$ cat src/rtl/player_ctrl.sv
// Space Invaders player controller: per-frame cannon motion, fire handshake and respawn.
// Optional feature macro: PLAYER_ACCEL_EN (run-length dependent step size).
`timescale 1ns/1ps
module player_ctrl #(
    parameter int unsigned X_START        = 320,
    parameter int unsigned X_MIN          = 12,
    parameter int unsigned X_MAX          = 627,
    parameter int unsigned Y_POS          = 460,
    parameter int unsigned SIZE           = 4,
    parameter int unsigned STEP           = 2,
    parameter int unsigned COOLDOWN       = 20,
    parameter int unsigned RESPAWN_FRAMES = 90
) (
    input  logic       Clk,
    input  logic       Reset_n,
    input  logic       frame_clk,
    input  logic [7:0] Keycode0,
    input  logic [7:0] Keycode1,
    input  logic       PlayerHit,
    input  logic       FireAck,
    output logic [9:0] PlayerX,
    output logic [9:0] PlayerY,
    output logic [4:0] Size,
    output logic       PlayerVisible,
    output logic       FireReq,
    output logic [9:0] FireX
);
    localparam logic [10:0] XMin11  = 11'(X_MIN);
    localparam logic [10:0] XMax11  = 11'(X_MAX);
    localparam logic [9:0]  XMin    = 10'(X_MIN);
    localparam logic [9:0]  XMax    = 10'(X_MAX);
    localparam logic [9:0]  XStart  = 10'(X_START);

    typedef enum logic [1:0] {StIdle, StLeft, StRight, StDead} state_e;

    state_e      r_state, w_state_next;
    logic        r_fsync1, r_fsync2, r_fsync3;
    logic        w_tick;
    logic        w_left, w_right, w_fire, w_mv_left, w_mv_right;
    logic        w_live, w_hit;
    logic [6:0]  r_resp;
    logic [9:0]  r_x;
    logic [4:0]  r_cool;
    logic        r_fire_req;
    logic [9:0]  r_fire_x;
    logic [3:0]  w_step;
    logic [10:0] w_step11;
    logic [9:0]  w_x_dec, w_x_inc;

    // frame_clk is asynchronous: two sync flops plus one for edge detection
    always_ff @(posedge Clk or negedge Reset_n) begin
        if (!Reset_n) begin
            r_fsync1 <= 1'b0;
            r_fsync2 <= 1'b0;
            r_fsync3 <= 1'b0;
        end else begin
            r_fsync1 <= frame_clk;
            r_fsync2 <= r_fsync1;
            r_fsync3 <= r_fsync2;
        end
    end

    assign w_tick     = r_fsync2 & ~r_fsync3;
    assign w_left     = (Keycode0 == 8'h04) || (Keycode1 == 8'h04);
    assign w_right    = (Keycode0 == 8'h07) || (Keycode1 == 8'h07);
    assign w_fire     = (Keycode0 == 8'h2C) || (Keycode1 == 8'h2C);
    assign w_mv_left  = w_left & ~w_right;
    assign w_mv_right = w_right & ~w_left;
    assign w_live     = (r_state != StDead);
    assign w_hit      = PlayerHit & w_live;

    always_ff @(posedge Clk or negedge Reset_n) begin
        if (!Reset_n) r_state <= StIdle;
        else          r_state <= w_state_next;
    end

    always_comb begin
        w_state_next = r_state;
        unique case (r_state)
            StDead: begin
                if (w_tick && r_resp == 7'd1) w_state_next = StIdle;
            end
            StIdle, StLeft, StRight: begin
                if (PlayerHit)       w_state_next = StDead;
                else if (w_tick) begin
                    if (w_mv_left)       w_state_next = StLeft;
                    else if (w_mv_right) w_state_next = StRight;
                    else                 w_state_next = StIdle;
                end
            end
        endcase
    end

    always_comb begin
        PlayerX       = r_x;
        PlayerY       = 10'(Y_POS);
        Size          = 5'(SIZE);
        PlayerVisible = (r_state != StDead);
        FireReq       = r_fire_req;
        FireX         = r_fire_x;
    end

`ifdef PLAYER_ACCEL_EN
    logic [4:0] r_run, w_run_next;

    // Run length counts consecutive ticks in one direction, saturating at 17
    always_comb begin
        w_run_next = r_run;
        if (w_hit) begin
            w_run_next = 5'd0;
        end else if (w_live && w_tick) begin
            if ((w_mv_left && r_state == StLeft) || (w_mv_right && r_state == StRight))
                w_run_next = (r_run >= 5'd17) ? 5'd17 : r_run + 5'd1;
            else if (w_mv_left || w_mv_right)
                w_run_next = 5'd1;
            else
                w_run_next = 5'd0;
        end
    end

    always_ff @(posedge Clk or negedge Reset_n) begin
        if (!Reset_n) r_run <= 5'd0;
        else          r_run <= w_run_next;
    end

    assign w_step = (w_run_next <= 5'd8) ? 4'd1 : (w_run_next <= 5'd16) ? 4'd2 : 4'd4;
`else
    assign w_step = 4'(STEP);
`endif

    // Clamp compares are widened to 11 bits so the position never wraps
    assign w_step11 = {7'd0, w_step};
    assign w_x_dec  = ({1'b0, r_x} < XMin11 + w_step11) ? XMin : r_x - {6'd0, w_step};
    assign w_x_inc  = ({1'b0, r_x} + w_step11 > XMax11) ? XMax : r_x + {6'd0, w_step};

    always_ff @(posedge Clk or negedge Reset_n) begin
        if (!Reset_n) begin
            r_x    <= XStart;
            r_resp <= 7'd0;
        end else if (r_state == StDead) begin
            if (w_tick && r_resp != 7'd0) begin
                r_resp <= r_resp - 7'd1;
                if (r_resp == 7'd1) r_x <= XStart;
            end
        end else if (w_hit) begin
            r_resp <= 7'(RESPAWN_FRAMES);
        end else if (w_tick) begin
            if (w_mv_left)       r_x <= w_x_dec;
            else if (w_mv_right) r_x <= w_x_inc;
        end
    end

    always_ff @(posedge Clk or negedge Reset_n) begin
        if (!Reset_n) begin
            r_cool     <= 5'd0;
            r_fire_req <= 1'b0;
            r_fire_x   <= 10'd0;
        end else begin
            if (w_tick && r_cool != 5'd0) r_cool <= r_cool - 5'd1;
            if (r_fire_req && w_hit) begin
                r_fire_req <= 1'b0;
            end else if (r_fire_req && FireAck) begin
                r_fire_req <= 1'b0;
                r_cool     <= 5'(COOLDOWN);
            end else if (w_tick && w_live && !w_hit && w_fire && r_cool == 5'd0
                         && !r_fire_req) begin
                r_fire_req <= 1'b1;
                r_fire_x   <= r_x;
            end
        end
    end

endmodule

$ cat config.mk
export PLATFORM = sky130hd
export DESIGN_NAME = player_ctrl
export DESIGN_NICKNAME = d
export VERILOG_FILES = /design/src/rtl/player_ctrl.sv
export SDC_FILE = /design/constraint.sdc
export NUM_CORES = 1
export LEC_CHECK = 0
export CAP_MARGIN = 20
export CELL_PAD_IN_SITES_DETAIL_PLACEMENT = 1
export CELL_PAD_IN_SITES_GLOBAL_PLACEMENT = 1
export CORE_MARGIN = 1
export CORE_UTILIZATION = 37
export DETAILED_ROUTE_END_ITERATION = 8
export GPL_TIMING_DRIVEN = 0
export PLACE_DENSITY_LB_ADDON = 0.15
export SETUP_SLACK_MARGIN = 0.5
export SYNTH_ARGS = -nofsm -noshare
export SYNTH_HDL_FRONTEND = slang
export SYNTH_SLANG_ARGS = --single-unit
$ cat constraint.sdc
create_clock -name Clk -period 2.2 [get_ports Clk]
set_input_delay 0.22 -clock Clk [delete_from_list [all_inputs] [get_ports Clk]]
set_output_delay 0.22 -clock Clk [all_outputs]
set_load 0.1 [all_outputs]
==> impl_metrics.yaml <==
outcome:
  status: "finished with violations"
  violations: "setup timing"
worst_setup_path:
  cp_cell_sequence: "buf_6 > or4b_4 > or3_4 > o32ai_4 > ha_4 > nor2_2 > nand2_2 > o21ai_4 > o21ai_1 > a21oi_1 > o31ai_1"
  rrSetupSlack_ns: 0.10
  r2r_cells: 7
  critPathMaxFanout: 6
  end_kind: "register"
  worstPathArrival_ns: 2.50
  timing.critical_path.slowest_stage_cell: "or4b_4"
  cp_data_required_time_ns: 2.39
  rr_startpoint: "r_state[1]$_DFFE_PN0P_"
  crit_path_max_incr_delay_ns: 0.53
  startpoint_type: "primary input"
  timing.rr.end: "FireX[5]$_DFFE_PN0P_"
  crit_type: "in -> reg"
yosys:
  asyncSetResetFlopFracSynth_pct: 100.0
  yosysSeqAreaShare_pct: 40.53
  synth-warning-count: 0
  syn-cell-area_um2: 2352
  synth_seq_cells: 38
  number_of_library_cell_types_mapped_by_synthesis: 55
  avgSynthCellArea_um2: 8.910
  synth-main-ff-cell: "dfrtp_1"
  synthesis.instances: 264
  edff_count_synth: 0
placement:
  final_hpwl_dp_um: 4443
  count_of_buffers_from_port_buffering: 42
  gp_routability_congestion: 0.8478
  place_worst_setup_slack_ns: -1.070
cells_and_area:
  diodes: 0
  mostFrequentLayoutCells: "buf_4 (36), dfrtp_1 (29), nand2_1 (25)"
  filler_cell_count: 696
  num-nets-final: 379
  layout.cells.most_common: "buf_4"
  areaGrowthSynthToFinish_pct: 46.97
  drive_gt1_share_pct: 41.03
route:
  route.detailed.vias_per_inst: 5.167
  first_pass_iters: 4
  post_drt_wl_per_cell_um: 15.79
  drt_drc_violations_left: 0
  ant_nets: 0
  detailedRoute.firstIterationViolations: 104
  routed-wl-met3_um: 428
  detailroute.wirelength.met2_um: 3245
  drt_wl_total_um: 6725
  maxUsedRoutingLayer: "met4"
  dr_total_vias: 2201
  routed_met1_length_um: 2958
timing:
  timing.final.crit_period_ns: 2.309
  timing_hold_violations_final: 0
  finalHoldWorstSlack_ns: 0.02435
  setup_viol_count_final: 7
  final-max-slew-violation-count: 0
  worst_margin_slew_ns: 0.8697
  finalClockSkew_ns: 0.01385
  max_fclk_ghz: 0.4331
  rsz0062_at_grt: "yes"
  final_min_period_over_clock_period_pct: 105.0
  slew_headroom_pct: 42.02
  setup_slack_ns: -0.1092
  fin_tns_setup_ns: -0.4834
floorplanning:
  boundaryPins: 58
  fp.dieArea_um2: 6681
  chip_width_um: 81.74
  initial_core_util_pct: 39.04
  design.core.area_um2: 6026
  floorplan.die.height_um: 81.74
  placementRows: 28
clock_network:
  clk_root_buffer_cell: "clkbuf_8"
  path_clk_slew_ns: 0.09
  worstSkewPairLatency_ns: 0.31
  cts_made_buffers: 5
  numClockSinks: 38
  buffer_levels_on_the_longest_clock_path: 2
  cts.hold.buffers_added: 0
  clock_tree.htree_level_count: 2
  tritoncts: "done"
worst_hold_path:
  hold_path.class: "in -> async"
global_routing:
  grt_overflow_total: 0
  via_count_of_the_first_global_routing_pass: 2140
  global_route_usage_over_all_layers_pct: 21.02
  largest_net_degree_at_the_start_of_global_routing: 39
  grt_first_pass_wirelength_um: 10490
  grt_antenna_before_repair: 0
power:
  powerDensity_nw_per_um2: 549.4
  cellLeakagePower_uw: 0.001463
  vdd_ir_drop_max_uv: 377.5
run:
  max-cap-violations: 0
==> registers in the layout, summed over array words and instances (netlist names) <==
signal    flops
PlayerX      10
FireReq       1
r_fsync2      1
r_resp        7
r_fsync3      1
r_fsync1      1
r_cool        5
r_state       2
FireX        10
==> cells in the mapped netlist, types with 2 or more instances <==
| cell | n | area (um2) |
|---|---|---|
| a21o_1 | 2 | 15.01 |
| buf_4 | 15 | 112.6 |
| dfrtp_1 | 36 | 900.9 |
| conb_1 | 2 | 7.510 |
| mux2_2 | 10 | 112.6 |
| nand4_1 | 4 | 25.02 |
| nor3_1 | 7 | 35.03 |
| xor2_1 | 9 | 78.83 |
| o21ai_0 | 17 | 85.08 |
| nor2_1 | 22 | 82.58 |
| a31oi_1 | 2 | 12.51 |
| dfstp_2 | 2 | 52.55 |
| and3_1 | 4 | 25.02 |
| nand2_1 | 34 | 127.6 |
| nor4_1 | 4 | 25.02 |
| o31ai_1 | 2 | 15.01 |
| nand3_1 | 11 | 55.05 |
| buf_2 | 4 | 20.02 |
| a21oi_1 | 7 | 35.03 |
| nand2b_1 | 3 | 18.77 |
| ha_1 | 8 | 100.1 |
| clkbuf_1 | 4 | 15.01 |
| inv_1 | 12 | 45.04 |
| nor4b_1 | 2 | 17.52 |
| and2_1 | 3 | 18.77 |
| xnor2_1 | 9 | 78.83 |
==> where the power goes <==
group	switching, uW	internal (uW)
Combinational	302	219
Clock	273	224
Sequential	86.3	794
==> worst max path at each step <==
stage / depth (start not counted) / from / end / slack (ns)
global route: 11 / Keycode1[4] / PlayerX[7]$_DFFE_PN0P_ / -0.17
CTS: 10 / Keycode1[6] / PlayerX[0]$_DFFE_PN0P_ / -0.19
finish: 11 / Keycode1[4] / PlayerX[7]$_DFFE_PN0P_ / -0.11
global placement: 9 / Keycode1[4] / PlayerX[0]$_DFFE_PN0P_ / -1.02
floorplan: 8 / Keycode1[4] / PlayerX[0]$_DFFE_PN0P_ / -0.34
detailed placement: 11 / Keycode1[4] / PlayerX[0]$_DFFE_PN0P_ / -1.07
==> repair_timing <==
action	4_1_cts	5_1_grt
pin swaps	14	16
gates cloned	0	0
resized for setup	103	31
endpoints found under the setup margin	47	34
buffers inserted	13	11
==> stage by stage <==
step                      total power, uW  utilization, %  std cells  area [um2]
final                                1899           57.37        426        3457
after global placement               1306           50.23        394        3027
after CTS                            1845           54.88        415        3307
after global routing                 2014           57.37        426        3457
after detailed placement             1324           50.15        394        3022
after floorplan                      1208               -        277        2512
==> area by class of cell <==
| type | count | area, um2 | area share [%] |
|---|---|---|---|
| multi-input combinational | 202 | 1464 | 42.35 |
| sequential | 38 | 970.9 | 28.09 |
| timing repair buffer | 66 | 616.8 | 17.84 |
| buffer | 25 | 168.9 | 4.886 |
| tap | 75 | 93.84 | 2.714 |
| clock buffer | 6 | 72.57 | 2.099 |
| inverter | 12 | 56.30 | 1.629 |
| clock inverter | 2 | 13.76 | 0.3981 |
==> per-layer routing <==
layer | up-vias | global-route usage, %
li1 | 1054 | -
met1 | 1071 | 27.70
met2 | 67 | 33.47
met3 | 9 | 5.222
met4 | 0 | 7.018
met5 | - | 0
==> cell families (layout without fill, tap and decap cells) <==
kind of cell | after synthesis | count (layout) | synth area share, %
flip-flops | 38 | 38 | 40.53
AO/OA/AOI/OAI | 46 | 46 | 12.29
AND/OR/NAND/NOR | 104 | 104 | 21.81
multiplexers | 11 | 11 | 5.213
other | 2 | 15 | 0.3193
XOR/XNOR | 18 | 18 | 6.703
buffers and inverters | 37 | 111 | 8.883
adder cells (fa/ha/maj) | 8 | 8 | 4.255
==> worst max-delay path, delay by kind of cell <==
family / cells / cell delay, ns
buffers and inverters: 1 / 0.09
AOI/OAI and AO/OA: 5 / 0.81
and+or+nand+nor: 4 / 1.13
adders and majority gates: 1 / 0.26
(Power assumes the default switching activity.)
